<file path="config.mk">
export PLATFORM = sky130hd
export DESIGN_NAME = instr_fetch_unit
export DESIGN_NICKNAME = d
export VERILOG_FILES = /design/src/rtl/mips_pkg.sv /design/src/rtl/instr_mem.sv /design/src/rtl/instr_fetch_unit.sv
export SDC_FILE = /design/constraint.sdc
export NUM_CORES = 2
export LEC_CHECK = 0
export ABC_CLOCK_PERIOD_IN_PS = 5650
export CORE_MARGIN = 2
export CORE_UTILIZATION = 30
export CTS_CLUSTER_SIZE = 10
export DETAILED_ROUTE_END_ITERATION = 10
export PLACE_DENSITY = 0.51
export SYNTH_ARGS = -nofsm -noshare
export SYNTH_HDL_FRONTEND = slang
export SYNTH_SLANG_ARGS = --single-unit
</file>
<file path="constraint.sdc">
create_clock -name i_clk -period 5.65 [get_ports i_clk]
set_input_delay 1.13 -clock i_clk [delete_from_list [all_inputs] [get_ports i_clk]]
set_output_delay 1.13 -clock i_clk [all_outputs]
set_load 0.01 [all_outputs]
</file>
<file path="src/rtl/mips_pkg.sv">
// Shared MIPS core definitions: opcode constants, instruction field
// positions, the NOP word, and the beq offset helper.
package mips_pkg;
   localparam logic [5:0]  OP_RTYPE = 6'b000000;
   localparam logic [5:0]  OP_LW    = 6'b100011;
   localparam logic [5:0]  OP_SW    = 6'b101011;
   localparam logic [5:0]  OP_BEQ   = 6'b000100;
   localparam logic [31:0] NOP_WORD = 32'h0000_0000;

   localparam int OP_MSB    = 31;
   localparam int OP_LSB    = 26;
   localparam int RS_MSB    = 25;
   localparam int RS_LSB    = 21;
   localparam int RT_MSB    = 20;
   localparam int RT_LSB    = 16;
   localparam int RD_MSB    = 15;
   localparam int RD_LSB    = 11;
   localparam int FUNCT_MSB = 5;
   localparam int FUNCT_LSB = 0;
   localparam int IMM_MSB   = 15;
   localparam int IMM_LSB   = 0;

   // Sign-extended word offset of a beq immediate, as a byte offset.
   function automatic logic [31:0] br_offset(input logic [15:0] imm);
      return {{14{imm[15]}}, imm, 2'b00};
   endfunction
endpackage

</file>
<file path="src/rtl/instr_mem.sv">
// Instruction memory: DEPTH x 32, one synchronous write port and one
// registered read port with read enable.
//   i_clk            clock
//   i_we/i_waddr/i_wdata   write port
//   i_re/i_raddr     read port; o_rdata updates only when i_re is high
//   o_rdata          registered read data (old data on same-cycle write)
module instr_mem
   import mips_pkg::*;
#(
   parameter int DEPTH = 64,
   parameter int AW    = $clog2(DEPTH)
) (
   input  logic          i_clk,
   input  logic          i_we,
   input  logic [AW-1:0] i_waddr,
   input  logic [31:0]   i_wdata,
   input  logic          i_re,
   input  logic [AW-1:0] i_raddr,
   output logic [31:0]   o_rdata
);
   logic [31:0] r_mem [DEPTH];
   logic [31:0] r_rdata;

   always_ff @(posedge i_clk) begin
      if (i_we) r_mem[i_waddr] <= i_wdata;
      if (i_re) r_rdata <= r_mem[i_raddr];
   end

   assign o_rdata = r_rdata;
endmodule

</file>
<file path="src/rtl/instr_fetch_unit.sv">
// Instruction fetch unit: PC register, instruction memory, and the IR
// presented to the decoder. Redirects on a taken beq with one bubble.
//   i_clk, i_reset (sync, active high)
//   i_stall           hold PC/IR this cycle
//   i_branch, i_zero  beq decode and ALU Zero for the instruction in IR
//   i_imem_*          instruction memory load port
//   o_instr + fields  registered instruction word and its slices
//   o_pc, o_pc_plus4  fetch PC, and PC+4 of the instruction in IR
//   o_valid           IR holds a real instruction
module instr_fetch_unit
   import mips_pkg::*;
#(
   parameter int          IMEM_DEPTH = 64,
   parameter logic [31:0] RESET_PC   = 32'h0,
   localparam int         AW         = $clog2(IMEM_DEPTH)
) (
   input  logic          i_clk,
   input  logic          i_reset,
   input  logic          i_stall,
   input  logic          i_branch,
   input  logic          i_zero,
   input  logic          i_imem_we,
   input  logic [AW-1:0] i_imem_waddr,
   input  logic [31:0]   i_imem_wdata,
   output logic [31:0]   o_instr,
   output logic [5:0]    o_op,
   output logic [4:0]    o_rs,
   output logic [4:0]    o_rt,
   output logic [4:0]    o_rd,
   output logic [5:0]    o_funct,
   output logic [15:0]   o_imm,
   output logic [31:0]   o_pc,
   output logic [31:0]   o_pc_plus4,
   output logic          o_valid
);
   logic [31:0] r_pc, r_pc4;
   logic        r_valid;
   logic [31:0] w_rdata, w_instr, w_pc_inc, w_target;
   logic        w_taken, w_fetch;

   assign w_taken  = i_branch & i_zero & r_valid;
   assign w_fetch  = ~i_reset & ~w_taken & ~i_stall;
   assign w_pc_inc = r_pc + 32'd4;

   // The memory read register is the IR; bubbles and reset are expressed
   // by masking it with valid rather than clearing the RAM output.
   assign w_instr  = r_valid ? w_rdata : NOP_WORD;
   assign w_target = r_pc4 + br_offset(w_instr[IMM_MSB:IMM_LSB]);

   instr_mem #(.DEPTH(IMEM_DEPTH), .AW(AW)) u_imem (
      .i_clk   (i_clk),
      .i_we    (i_imem_we),
      .i_waddr (i_imem_waddr),
      .i_wdata (i_imem_wdata),
      .i_re    (w_fetch),
      .i_raddr (r_pc[AW+1:2]),
      .o_rdata (w_rdata)
   );

   always_ff @(posedge i_clk) begin
      if (i_reset) begin
         r_pc    <= RESET_PC;
         r_pc4   <= 32'h0;
         r_valid <= 1'b0;
      end else if (w_taken) begin
         // Wrong-path word already fetched is squashed; target fetched next.
         r_pc    <= w_target;
         r_valid <= 1'b0;
      end else if (!i_stall) begin
         r_pc    <= w_pc_inc;
         r_pc4   <= w_pc_inc;
         r_valid <= 1'b1;
      end
   end

   assign o_instr    = w_instr;
   assign o_op       = w_instr[OP_MSB:OP_LSB];
   assign o_rs       = w_instr[RS_MSB:RS_LSB];
   assign o_rt       = w_instr[RT_MSB:RT_LSB];
   assign o_rd       = w_instr[RD_MSB:RD_LSB];
   assign o_funct    = w_instr[FUNCT_MSB:FUNCT_LSB];
   assign o_imm      = w_instr[IMM_MSB:IMM_LSB];
   assign o_pc       = r_pc;
   assign o_pc_plus4 = r_pc4;
   assign o_valid    = r_valid;
endmodule

</file>
Yosys cells after proc, flatten, opt, wreduce, memory -nomap -nowiden. Memory sizes are Yosys's and may differ from the RTL's. A register that Yosys moved wholly into a read port is not among the register bits. Index checks and enable logic that the tools add are counted.

Reduce and logical (&&, ||, !) cells: 2. Equality and inequality tests: 1. Add/subtract/negate cells: 2. Bitwise operators: 7. Muxes and demuxes: 5.

Operators with widths (count): $mux 32 (3); $add 32x3->32 const B (1); $add 32x32->32 (1); $and 1x1->1 (4); $not 1->1 (3); $mux 1 (2); $ne 2x1->1 const B (1); $reduce_and 2->1 (1); $reduce_or 2->1 (1).

Memory bits (writable): 2048. Memories kept: 1. Output and inout bits: 140. Register bits: 65. Input bits: 44.

Memories: u_imem.r_mem (depth 64, bits a word 32, read ports 1, clocked after memory_dff 1, wr ports 1, RTL line instr_mem.sv:21) `logic [31:0] r_mem [DEPTH];`.

Longest topological paths before layout.
Word-level depth: 5. Gate-level depth with buffers: 14. Depth with buffers taken out: 12.

Modules after synthesis. A second synthesis with hierarchy kept.

Cell total of the unflattened synthesis: 4023. Area total of the unflattened synthesis: 84170.7 um^2.

By module, submodules not included: instr_mem (area an instance 78835.6 um^2, instances 1, cells each 3324); instr_fetch_unit (area an instance 5335.1 um^2, instances 1, cells each 699).

Least setup slack after synthesis. OpenSTA, ideal clock, no wires.

Path kind: input -> register. Start: input port i_branch. End: register u_imem.r_rdata[0] (netlist: u_imem.o_rdata[0]) (read register of u_imem.r_mem) (enable). Data required time: 5189 ps. Data arrival time: 3971 ps. Path slack: 1218 ps. Stages on the path: 4. Setup time: 461 ps. Path through: and3_1 -> clkbuf_1 -> buf_1 -> nor3_1.

Cells in the longest elaborated chain, start to end: 5.

Ends and longest elaborated chain: from (decl) (RTL line instr_fetch_unit.sv:20) `input logic i_branch,`; $and 1x1->1 (2 in a row) (RTL line instr_fetch_unit.sv:41) `assign w_taken = i_branch & i_zero & r_valid;`; $not 1->1 (no line); $and 1x1->1 (2 in a row) (RTL line instr_fetch_unit.sv:42) `assign w_fetch = ~i_reset & ~w_taken & ~i_stall;`; named net u_imem.i_re (RTL line instr_mem.sv:17) `input logic i_re,`; to (decl) (RTL line instr_mem.sv:22) `logic [31:0] r_rdata;`.

The timed path passes the listed nets, and every way through them passes these cells. A chain may end at the register's enable or synchronous reset.

Final worst setup path.
Start: register r_valid (netlist: o_valid). End: output port o_imm[15].

Cells in the longest elaborated chain, start to end: 1.

Ends and longest elaborated chain: from (decl) (RTL line instr_fetch_unit.sv:37) `logic r_valid;`; from (signal assigned) (RTL line instr_fetch_unit.sv:64) `r_valid <= 1'b0;`; from (signal assigned) (RTL line instr_fetch_unit.sv:68) `r_valid <= 1'b0;`; from (signal assigned) (RTL line instr_fetch_unit.sv:72) `r_valid <= 1'b1;`; $mux 32 (RTL line instr_fetch_unit.sv:47) `assign w_instr = r_valid ? w_rdata : NOP_WORD;`; to (decl) (RTL line instr_fetch_unit.sv:31) `output logic [15:0] o_imm,`.

No other way between the ends.

==> impl_metrics.toml <==
[synthesis]
syn_inst = 3661
syn-cell-area_sq_um = 83730
yosys_warnings = 0
synth_compound_area_share_pct = 1.003
yosys.area.top_type = "edfxtp_1"
avgSynthCellArea_sq_um = 22.87
ys_seq_area_share_pct = 76.15
synth_xor_area_share_pct = 0.8264
synth_mux_area_share_pct = 18.15
yosys_most_used_dff = "edfxtp_1"
syn-num-nets = 3722
ys_ff_latch = 2145
yosys.area_share.adder_pct = 0.2630
async_flop_share_pct = 0
synth_area_leaders = "edfxtp_1, mux4_2, dfxtp_1, nor2_1, clkbuf_1"
yosysTopAreaCellShare_pct = 74.60
synthSimpleGateAreaFrac_pct = 2.164
synth_edf_count = 2080
synth_top_family_by_area = "multiplexers"
yosysUniqueCellTypes = 63

[sta]
tns_ns = 0
worstMarginPinSlew_ns = 1.191
final_max_slew_viol_count = 0
min_period_over_period_pct = 77.95
setup-violations-final = 0
layout_setup_ws_ns = 1.246
fmax_ghz = 0.2271
final_hold_viol_count = 0
max-slew-margin-rel_pct = 20.59
rsz0062_at_grt = "false"
finClkSkew_ns = 0.09280
finalCriticalPeriod_ns = 4.404

[worst_setup_path]
critPathArrivalTime_ns = 3.27
path_cells = "nand2_2 -> inv_2 -> clkdlybuf4s50_1"
cp_slowest_cell = "dfxtp_2"
rrSetupSlack_ns = 1.66
worstPathRequired_ns = 4.52
critPathCapture = "o_imm[15]"
critPathLaunch = "o_valid$_SDFFE_PP0N_"
worstReg2RegStart = "o_valid$_SDFFE_PP0N_"
endpoint_kind = "output port"
crit_type = "flop to output port"
cp-start-kind = "flop"
timing.rr.end = "o_pc[24]$_SDFFE_PP0N_"
slowest_delay_ns = 0.89
crit_fanout = 36
r2r_cells = 11

[clocking]
clock_sink_count = 2145
max-clock-path-buffers = 3
postCtsResizedCells = 0
clk_pin_slew_worst_paths_ns = 0.06
postCtsSetupRepairBufs = 0
clk_latency_ns = 0.89
cts_made_buffers = 241
clock_tree.root_cell = "clkbuf_16"
cts_tree = "yes"
cts-htree-levels = 4
cts.hold.buffers_added = 0

[placed_design]
place_ws_ns = 1.072
gp_congestion = 0.8155
detailed_place.area_sq_um = 90670
dp_hpwl_um = 138000
io_buffers = 183
dp_cells = 7442

[grt]
grt_pass1_wl_um = 320200
overflow = 0
grt_usage_pct = 15.88
antenna_found_initial = 36
grt_start_max_net_pins = 104
grt_pass1_vias = 39714

[floorplan]
start_util_pct = 30.23
die_area_sq_um = 283300
die_x_um = 532.3
core.rowCount = 193
die_h_um = 532.3
coreArea_sq_um = 277000
ioPinCount = 184

[route]
detail-route-antenna-nets = 0
vias = 39047
drt-pass1-iter-count = 5
wl_per_cell_um = 29.32
drc_errors = 0
via_per_inst = 5.026
totalWireLength_um = 227800
drt_iter0_markers = 3803

[cells_and_area]
post-route-util_pct = 35.19
nets = 4041
final_cell_mix = "edfxtp_1, mux4_2, clkbuf_16"
layout-drive-gt1-share_pct = 29.31
final_cells = 7769
layout_commonest_cell = "edfxtp_1"
design_area_sq_um = 97470
synthToLayoutAreaGrowth_pct = 16.40

[power_and_ir_drop]
p_leak_nw = 28.88
vdd_drop_max_mv = 0.3393
powerDensity_nw_per_um2 = 355.3

[worst_hold_path]
hold_class = "flop to flop"
min_from = "o_pc_plus4[0]$_SDFFE_PP0P_"

[run]
maxCapViolCount = 0

[status]
status = "finished clean"
-- worst max-delay path: cells and delay by family, from the launching register on --
family	cells	cell delay [ns]
buf+inv	2	1.03
flops	1	0.89
simple gates	1	0.46
-- per-stage QoR --
stage	hold WS, ns	power [mW]
CTS	0.4802	35.04
floorplan	0.4455	19.71
finish	0.4733	34.63
global route	0.4938	35.74
detailed placement	0.4670	21.14
global placement	0.4567	21.12
-- per-layer routing --
| layer | up-vias | track usage [%] | share of wire (%) |
|---|---|---|---|
| met4 | 6 | 3.374 | 1.8 |
| met1 | 21379 | 22.12 | 43 |
| met3 | 268 | 2.665 | 6.0 |
| met2 | 1321 | 26.10 | 49 |
| li1 | 16073 | - | - |
| met5 | - | 0 | 0.018 |
-- cells in the mapped netlist, drive strengths merged (34+ instances only) --
cell and instances:
dfxtp 65, xnor2 40, xor2 39, edfxtp 2080, mux4 672, a211oi 46, nor2 153, buf 119
nand2 61, clkbuf 120, and2 34
-- where the power goes --
| group | total (mW) | switching (mW) | internal [mW] |
|---|---|---|---|
| Combinational | 2.96 | 1.70 | 1.26 |
| Clock | 13.9 | 6.05 | 7.85 |
| Sequential | 17.8 | 0.154 | 17.6 |
| Total | 34.6 | 7.91 | 26.7 |
-- cells by family (layout without fill, tap and decap cells) --
kind of cell | Yosys count | count (layout)
other | 0 | 7
xor gates and xnor gates | 79 | 79
muxes | 678 | 678
adders and majority gates | 17 | 17
and+or+nand+nor | 376 | 376
AOI/OAI and AO/OA | 119 | 119
buffers and inverters | 247 | 643
DFF | 2145 | 2145
-- state kept, by name, summed over array words and instances, names as in the netlist --
| register | flops |
|---|---|
| u_imem.o_rdata | 32 |
| o_pc | 32 |
| u_imem.r_mem | 2048 |
| o_valid | 1 |
| o_pc_plus4 | 32 |
-- how the worst min path moves through the flow --
stage | end | cells after the start
final | o_pc[0]$_SDFFE_PP0P_ | 2
after floorplan | o_pc_plus4[0]$_SDFFE_PP0P_ | 2
after CTS | o_pc[1]$_SDFFE_PP0P_ | 2
after global placement | o_pc_plus4[1]$_SDFFE_PP0P_ | 2
after detailed placement | o_pc_plus4[1]$_SDFFE_PP0P_ | 2
after global routing | o_pc[1]$_SDFFE_PP0P_ | 2
-- layout make-up --
type,instances,area (sq um)
diodes,7,17.52
clock inverters,31,514.2
repair buffers,315,2975
multi-input cells,1269,19250
inverters,8,30.03
clock buffers,289,6264
flip-flops and latches,2145,63780
fillers,25453,179500
well taps,3705,4636
No activity file was read; power rests on OpenSTA's default activity.
